$ cat config.mk
export PLATFORM = sky130hd
export DESIGN_NAME = spi_slave
export DESIGN_NICKNAME = d
export VERILOG_FILES = /design/src/rtl/spi_slave.sv
export SDC_FILE = /design/constraint.sdc
export NUM_CORES = 1
export LEC_CHECK = 0
export ABC_AREA = 0
export CORE_MARGIN = 5
export CORE_UTILIZATION = 39
export DETAILED_ROUTE_END_ITERATION = 12
export HOLD_SLACK_MARGIN = 0.03
export PLACE_DENSITY = 0.68
export SETUP_SLACK_MARGIN = 0.1
export SLEW_MARGIN = 0
export SYNTH_ARGS = -nofsm -noshare
export SYNTH_HDL_FRONTEND = slang
export SYNTH_SLANG_ARGS = --single-unit
$ cat constraint.sdc
create_clock -name clk -period 3.9 [get_ports clk]
set_input_delay 0.39 -clock clk [delete_from_list [all_inputs] [get_ports clk]]
set_output_delay 0.39 -clock clk [all_outputs]
set_load 0.05 [all_outputs]
$ cat src/rtl/spi_slave.sv
// rtl/spi_slave.sv - SPI slave endpoint: oversampled SCK/SS/MOSI, word deserialiser, single-entry tx buffer
module spi_slave #(
    parameter int   DATA_BITS   = 8,
    parameter logic CPOL        = 1'b0,
    parameter logic CPHA        = 1'b1,
    parameter logic LSBF        = 1'b0,
    parameter int   SYNC_STAGES = 2
) (
    input  logic                 clk,
    input  logic                 n_rst,
    input  logic                 SCK,
    input  logic                 SS,
    input  logic                 MOSI,
    output logic                 MISO,
    output logic                 miso_oe,
    input  logic [DATA_BITS-1:0] data_in,
    input  logic                 load_in,
    output logic                 ready_out,
    output logic [DATA_BITS-1:0] data_out,
    output logic                 valid_out,
    output logic                 busy_out
);
    localparam int CW = $clog2(DATA_BITS + 1);
    localparam logic [CW-1:0] LAST_BIT = CW'(DATA_BITS - 1);

    typedef enum logic {IDLE, ACTIVE} state_t;

    state_t                 state, state_next;
    logic [SYNC_STAGES-1:0] sck_sync, ss_sync, mosi_sync;
    logic                   sck_prev, ss_prev;
    logic                   sample_q, shift_q, ss_fall_q, ss_rise_q, mosi_q;
    logic [CW-1:0]          bit_cnt;
    logic [DATA_BITS-1:0]   rx_sr, tx_sr, buf_data;
    logic                   buf_full;
    logic                   start, stop, do_sample, last, do_shift, consume;
    logic [DATA_BITS-1:0]   rx_next, tx_load, tx_shifted;

    function automatic logic out_bit(input logic [DATA_BITS-1:0] v);
        return LSBF ? v[0] : v[DATA_BITS-1];
    endfunction

    wire sck_s  = sck_sync[SYNC_STAGES-1];
    wire ss_s   = ss_sync[SYNC_STAGES-1];
    wire lead   = (sck_prev == CPOL) && (sck_s != CPOL);
    wire trail  = (sck_prev != CPOL) && (sck_s == CPOL);

    // Edge strobes are registered once more so every action lands a fixed SYNC_STAGES+2 cycles after the pin edge
    always_ff @(posedge clk or negedge n_rst) begin
        if (!n_rst) begin
            sck_sync  <= {SYNC_STAGES{CPOL}};
            ss_sync   <= '1;
            mosi_sync <= '0;
            sck_prev  <= CPOL;
            ss_prev   <= 1'b1;
            sample_q  <= 1'b0;
            shift_q   <= 1'b0;
            ss_fall_q <= 1'b0;
            ss_rise_q <= 1'b0;
            mosi_q    <= 1'b0;
        end else begin
            sck_sync  <= {sck_sync[SYNC_STAGES-2:0], SCK};
            ss_sync   <= {ss_sync[SYNC_STAGES-2:0], SS};
            mosi_sync <= {mosi_sync[SYNC_STAGES-2:0], MOSI};
            sck_prev  <= sck_s;
            ss_prev   <= ss_s;
            sample_q  <= CPHA ? trail : lead;
            shift_q   <= CPHA ? lead : trail;
            ss_fall_q <= ss_prev & ~ss_s;
            ss_rise_q <= ~ss_prev & ss_s;
            mosi_q    <= mosi_sync[SYNC_STAGES-1];
        end
    end

    always_ff @(posedge clk or negedge n_rst) begin
        if (!n_rst) state <= IDLE;
        else        state <= state_next;
    end

    always_comb begin
        state_next = state;
        start      = 1'b0;
        stop       = 1'b0;
        do_sample  = 1'b0;
        do_shift   = 1'b0;
        case (state)
            IDLE: begin
                if (ss_fall_q) begin
                    state_next = ACTIVE;
                    start      = 1'b1;
                end
            end
            ACTIVE: begin
                if (ss_rise_q) begin
                    state_next = IDLE;
                    stop       = 1'b1;
                end else begin
                    do_sample = sample_q;
                    do_shift  = shift_q && (bit_cnt != '0);
                end
            end
            default: state_next = IDLE;
        endcase
        last    = do_sample && (bit_cnt == LAST_BIT);
        consume = start || last;
    end

    assign rx_next    = LSBF ? {mosi_q, rx_sr[DATA_BITS-1:1]} : {rx_sr[DATA_BITS-2:0], mosi_q};
    assign tx_load    = buf_full ? buf_data : '0;
    assign tx_shifted = LSBF ? (tx_sr >> 1) : (tx_sr << 1);

    always_ff @(posedge clk or negedge n_rst) begin
        if (!n_rst) begin
            bit_cnt   <= '0;
            rx_sr     <= '0;
            tx_sr     <= '0;
            MISO      <= 1'b0;
            miso_oe   <= 1'b0;
            data_out  <= '0;
            valid_out <= 1'b0;
        end else begin
            valid_out <= 1'b0;
            if (start) begin
                bit_cnt <= '0;
                rx_sr   <= '0;
                tx_sr   <= tx_load;
                MISO    <= out_bit(tx_load);
                miso_oe <= 1'b1;
            end else if (stop) begin
                bit_cnt <= '0;
                MISO    <= 1'b0;
                miso_oe <= 1'b0;
            end else if (last) begin
                bit_cnt   <= '0;
                rx_sr     <= rx_next;
                data_out  <= rx_next;
                valid_out <= 1'b1;
                tx_sr     <= tx_load;
                MISO      <= out_bit(tx_load);
            end else if (do_sample) begin
                bit_cnt <= bit_cnt + 1'b1;
                rx_sr   <= rx_next;
            end else if (do_shift) begin
                tx_sr <= tx_shifted;
                MISO  <= out_bit(tx_shifted);
            end
        end
    end

    // A load arriving while an empty buffer is consumed is kept for the following word
    always_ff @(posedge clk or negedge n_rst) begin
        if (!n_rst) begin
            buf_data <= '0;
            buf_full <= 1'b0;
        end else if (load_in && !buf_full) begin
            buf_data <= data_in;
            buf_full <= 1'b1;
        end else if (consume) begin
            buf_full <= 1'b0;
        end
    end

    assign ready_out = ~buf_full;
    assign busy_out  = (state == ACTIVE);
endmodule

==> impl_results.md <==
* Clock Tree Buf Depth at 2
* Seq/Total Area, Yosys at 64.7%
* Post-Synthesis Cell Area at 2020 µm²
* Synth unique cells at 28
* Slowest-stage cell, CP: clkdlybuf4s50_1
* # DRC at 0
* Critical Path End Type: output port
* Post_cts resized at 0
* Fin crit share at 54.1%
* Top_reg_cell synth: dfrtp_1
* Post-CTS Setup Repair Bufs at 0
* Vias/cell at 4.76
* Die area at 6710 µm²
* Max_slew headroom at 54.3%
* Post-synthesis async set-or-reset flop share at 100%
* Share of the synthesized area in the top cell type at 60.8%
* Syn Nets at 176
* DIE WIDTH at 81.9 µm
* Initial Utilization at 39.8%
* Mean area per synthesized cell at 12.6 µm²
* TritonCTS clock tree: yes
* Final min period at 2.11 ns
* Hold buffer count at CTS at 0
* Crit path largest cell delay at 0.81 ns
* Setup_tns at 0 ns
* Vias in the first global route at 1,261
* Ant. Diodes at 0
* Top cell type by total area after synthesis: dfrtp_1
* Cts bufs inserted at 5
* Slew at the pin closest to its max-slew limit at 0.684 ns
* Final hold violation count at 0
* Peak VDD IR at 0.000197 V
* Max Slew Vio Count at 0
* Post-synth EDFFs at 0
* Critical-path maximum fanout at 10
* Status: finished clean
* Max H-tree Level at 2
* Worst Path Required at 3.51 ns
* First-pass DRT Iterations at 4
* Avg WL per Cell at 12.0 µm
* Critical Path, Cell by Cell: inv_1, clkdlybuf4s50_1
* Layout Skew at 0.00524 ns
* Final-stage net count at 204
* Layout area overhead at 20.1%
* YS warnings at 0
* Initial antenna violation count at 0
* Core area at 5070 µm²
* Worst-path clk slew at 0.08 ns
* Total Wirelength at 3.10 mm
* CTS Sinks at 52
* RSZ-0062 raised after global routing: false
* PD cells at 530 nW/µm²
* Maxcap violations at 0
* Crit path kind: flip-flop to output port
* Fmax at 474 MHz
* Dpl hpwl at 2.17 mm
* Syn Inst Count at 160
* Share of cells above drive strength 1 at 15.9%
* Clock Latency Late Sink at 0.30 ns
* Arr. time, crit path at 1.72 ns
* Flops & latches, synth at 52
* GRT Total Usage at 11.6%
* Largest net degree at the start of global routing at 53
* CTS root buf: clkbuf_8
* Fill cells at 475
* Number of endpoints failing setup at the final stage at 0
* Wire length of the first global-routing pass at 5.79 mm
* Final core utilization at 47.8%
* Chip height at 81.9 µm
* Largest cells by area after synthesis: dfrtp_1 (61%), mux2_2 (8.9%), nand3_1 (4.2%)
* Routed Antenna Nets at 0
* First DRT Iteration DRCs at 65
* I/O Buffers at 26
* Aggregate global routing overflow at 0
* Leakage at 1.12 nW
* Via count at 1,232
* Startpoint Class: flip-flop
* Routability cong. at 0.712
* Top-level I/O count at 27
* Std cell rows at 26
* Worst min path class: primary input to asynchronous set/reset pin
==> per-layer routing <==
metal  GRT usage (%)  vias up  part of all wire [%]
li1                -      598                     -
met1            14.0      609                    46
met2            18.5       19                    46
met3            4.71        6                   5.7
met4            4.49        0                   1.9
met5               0        -                     0
==> flip-flops by register name (all words and copies together), names as in the netlist <==
name,flops
MISO,1
bit_cnt,4
buf_data,8
buf_full,1
busy_out,1
data_out,8
miso_oe,1
mosi_q,1
mosi_sync,2
rx_sr,7
sample_q,1
sck_prev,1
sck_sync,2
shift_q,1
ss_fall_q,1
ss_prev,1
ss_rise_q,1
ss_sync,2
tx_sr,7
valid_out,1
==> worst max-delay path, delay by kind of cell, from the launching register on <==
kind	cells	cell delay, ns
buffers and inverters	2	0.93
flip-flops	1	0.50
==> synth_stat cells (2+ instances only) <==
master / n
mux2i_1: 8
dfstp_2: 3
nor2_1: 3
nor2b_1: 5
clkbuf_1: 2
buf_2: 3
nand2_1: 20
a21oi_1: 2
nand3_1: 17
mux2_2: 16
ha_1: 2
o31ai_1: 2
nand3b_1: 2
dfrtp_1: 49
o21ai_0: 4
inv_1: 5
o21ai_1: 6
==> final cells by class <==
type | instances | area, µm² | area share [%]
sequential | 52 | 1310 | 53.8
inverter | 5 | 18.8 | 0.774
clock buffer | 8 | 90.1 | 3.72
multi-input combinational | 97 | 661 | 27.2
timing repair buffer | 27 | 263 | 10.8
tap | 70 | 87.6 | 3.61
==> per-stage QoR <==
stage / power, mW / hold WS (ns) / setup slack, ns / std cells / cell area (µm²)
final: 1.29 / 0.188 / 1.79 / 259 / 2420
after global routing: 1.38 / 0.248 / 1.70 / 259 / 2420
after CTS: 1.31 / 0.214 / 1.77 / 259 / 2420
after detailed placement: 1.00 / 0.335 / 1.94 / 251 / 2330
after global placement: 0.991 / 0.333 / 1.96 / 251 / 2330
after floorplan: 0.908 / 0.0944 / 2.04 / 160 / 2020
==> where the power goes <==
part           switching, mW  internal, mW  total, mW
combinational          0.138         0.123      0.261
clock                  0.158         0.145      0.302
sequential            0.0766         0.646      0.722
total                  0.372         0.914       1.29
==> cell families after synthesis <==
group / Yosys count / share of synthesized area, %
xor+xnor: 1 / 0.434
fa+ha+maj: 2 / 1.24
mux: 24 / 12.9
buf+inv: 11 / 2.60
flops: 52 / 64.7
simple gates: 53 / 13.3
compound gates: 17 / 4.84
==> path summary, 6_finish.rpt <==
check | from | end | slack (ns) | cells after the start
worst min register to register | mosi_sync[0] | mosi_sync[1] | 0.35 | 0
max in group asynchronous | n_rst | bit_cnt[3] | 3.30 | 2
worst min-delay path | n_rst | buf_data[3] | 0.19 | 2
min in group clk | mosi_sync[0] | mosi_sync[1] | 0.35 | 0
worst max register to register | bit_cnt[0] | MISO | 1.90 | 6
worst max-delay path | buf_full | ready_out | 1.79 | 2
==> placed cells by master, fill, tap and decap left out, drive strengths merged <==
master / netlist / final
nor2b: 5 / 5
clkbuf: 2 / 8
mux2i: 8 / 8
inv: 5 / 5
dfstp: 3 / 3
mux2: 16 / 16
clkdlybuf4s50: 0 / 25
nand3b: 2 / 2
nand3: 17 / 17
ha: 2 / 2
nor2: 4 / 4
or4b: 1 / 1
or4: 1 / 1
nand2: 20 / 20
nor3b: 1 / 1
o22ai: 1 / 1
o31ai: 2 / 2
xor2: 1 / 1
o21bai: 1 / 1
buf: 4 / 2
o21ai: 11 / 11
a21oi: 2 / 2
nand2b: 2 / 2
dfrtp: 49 / 49
(Power assumes the default switching activity.)
==> variant, RTL diff (same flow settings) <==
The parameter `DATA_BITS` goes from 8 to 16.
--- a/src/rtl/spi_slave.sv
+++ b/src/rtl/spi_slave.sv
@@ -2,3 +2,3 @@
 module spi_slave #(
-    parameter int   DATA_BITS   = 8,
+    parameter int   DATA_BITS   = 16,
     parameter logic CPOL        = 1'b0,
Ports: changed (resized data_in and data_out); port bits go from 27 to 43. No check against the original RTL was run, so the function may have changed too.
==> variant against the unedited design <==
- cell count grew 59%
- maximum frequency shrank 11%
- sequential power grew 68%
- largest power group unchanged
- critical endpoint is now tx_sr[1]$_DFFE_PN0P_
- core utilization grew 0.20 points
- synthesized area grew 74%
- routed wire length grew 88%
- largest cell class unchanged
- clock skew shrank 0.00095 ns
- sequential cell count grew 33
- design area grew 73%
- power grew 86%
- setup slack lost 0.27 ns
==> variant: results (changes against the unedited design) <==
[synthesis]
synth_common_cells = dfrtp_1, mux2_2, nand3_1
ys_seq_area_share_pct = 60.8  ; -3.8 points
synthTopCellsByArea = dfrtp_1, mux2_2, mux2_4
syn_nets = 282  ; +60%
synth_cell_types = 37  ; +32%
syn_inst = 257  ; +61%
async_reset_ff_share_pct = 100  ; unchanged

[timing]
skew_ns = 0.00428  ; -0.000953 ns
worst_pin_slew_ns = 1.03  ; +0.350 ns
fmax_mhz = 421  ; -11%

[global_route]
met1_usage_pct = 14.8  ; +0.82 points
grt_pass1_wl_um = 10300  ; +78%
first_global_vias = 2182  ; +73%
antenna_found_initial = 0  ; unchanged
grt_usage_pct = 11.3  ; -0.34 points
grt_util_met2_pct = 17.4  ; -1.1 points
grt_max_degree = 86  ; +62%
use_met3_pct = 4.38  ; -0.34 points

[setup_path]
critical_path_class = reg2reg
critPathArrivalTime_ns = 2.62  ; +0.90 ns
endpoint = tx_sr[1]$_DFFE_PN0P_
worstPathMaxFanout = 15  ; +5
ff2ff_path_depth = 7  ; +1

[routing]
post_drt_wl_per_cell_um = 14.2  ; +19%
vias_per_cell = 5.08  ; +6.9%
dr.first_iter.drc_count = 107  ; +65%
via_count = 2089  ; +70%
drt_pass1_iterations = 4  ; unchanged

[final_layout]
nNetsFinal = 323  ; +58%
drive_above_1_share_pct = 25.4  ; +9.5 points
top_regs = buf_data: 16 flops, data_out: 16 flops
n_fill_cell = 780  ; +64%

[power]
netSwitchingFraction_pct = 28.1  ; -0.82 points
vdd_ir_drop_max_mv = 0.388  ; +97%
p_clk_share_pct = 27.9  ; +4.4 points
seqPwrFrac_pct = 50.6  ; -5.6 points
p_leak_uw = 0.00194  ; +73%

[place]
pre_cts_ws_ns = 1.52  ; -0.417 ns
dpl.cell_count = 395  ; +57%
gp_congestion = 0.739  ; +3.8%
io_buffers = 42  ; +62%
place_hpwl_um = 3750  ; +73%

[hold_path]
hold_class = in2async

[clock_network]
root_buffer = clkbuf_8
cts-buffers-inserted = 9  ; +4
clkTransAtPathRegs_ns = 0.08  ; about the same
clk_latency_ns = 0.35  ; +0.05 ns
cts_max_level = 3  ; +1
post_cts.repair.setup_buffers = 0  ; unchanged

[run_status]
status = completed

variant: area by class of cell:
cell class / count / share of cell area [%]
flip-flops and latches: 85 / 50.9
clock buffers: 10 / 3.05
multi-input cells: 150 / 29.5
inverters: 7 / 0.628
well taps: 108 / 3.23
clock inverters: 6 / 2.09
repair buffers: 45 / 10.5
variant: how the worst min path moves through the flow:
stage	from	endpoint	slack [ns]	depth (start not counted)
floorplan	n_rst	MISO$_DFFE_PN0P_	0.09	0
global placement	sck_sync[0]$_DFF_PN0_	sck_sync[1]$_DFF_PN0_	0.33	0
detailed placement	sck_sync[0]$_DFF_PN0_	sck_sync[1]$_DFF_PN0_	0.34	0
CTS	n_rst	valid_out$_DFF_PN0_	0.25	1
global route	n_rst	valid_out$_DFF_PN0_	0.31	1
finish	n_rst	valid_out$_DFF_PN0_	0.22	1
variant: stage by stage:
step                      instance area, um2  power, uW
after detailed placement                3970       1750
final                                   4180       2390
after floorplan                         3500       1610
after global placement                  3970       1730
after CTS                               4180       2430
after global routing                    4180       2540
variant: critical path, cell delays in order, from the launching register on:
cell	delay, ns
dfrtp_1	0.43
ha_1	0.23
and3_1	0.19
ha_1	0.26
nand4b_2	0.14
nand2_4	0.07
o21ai_4	0.53
mux2_2	0.41
variant: metal layers:
metal | share of wire, % | up-vias
met5 | 0 | -
met4 | 0.67 | 0
met3 | 6.7 | 4
met2 | 47 | 52
met1 | 46 | 1043
li1 | - | 990
variant: cells by family after synthesis:
group                    count (synthesis)  share of synthesized area, %
AND/OR/NAND/NOR                         57                          9.47
buffers and inverters                   22                          3.86
flip-flops                              85                          60.8
adder cells (fa/ha/maj)                  3                          1.07
AO/OA/AOI/OAI                           43                          8.72
multiplexers                            47                          16.0
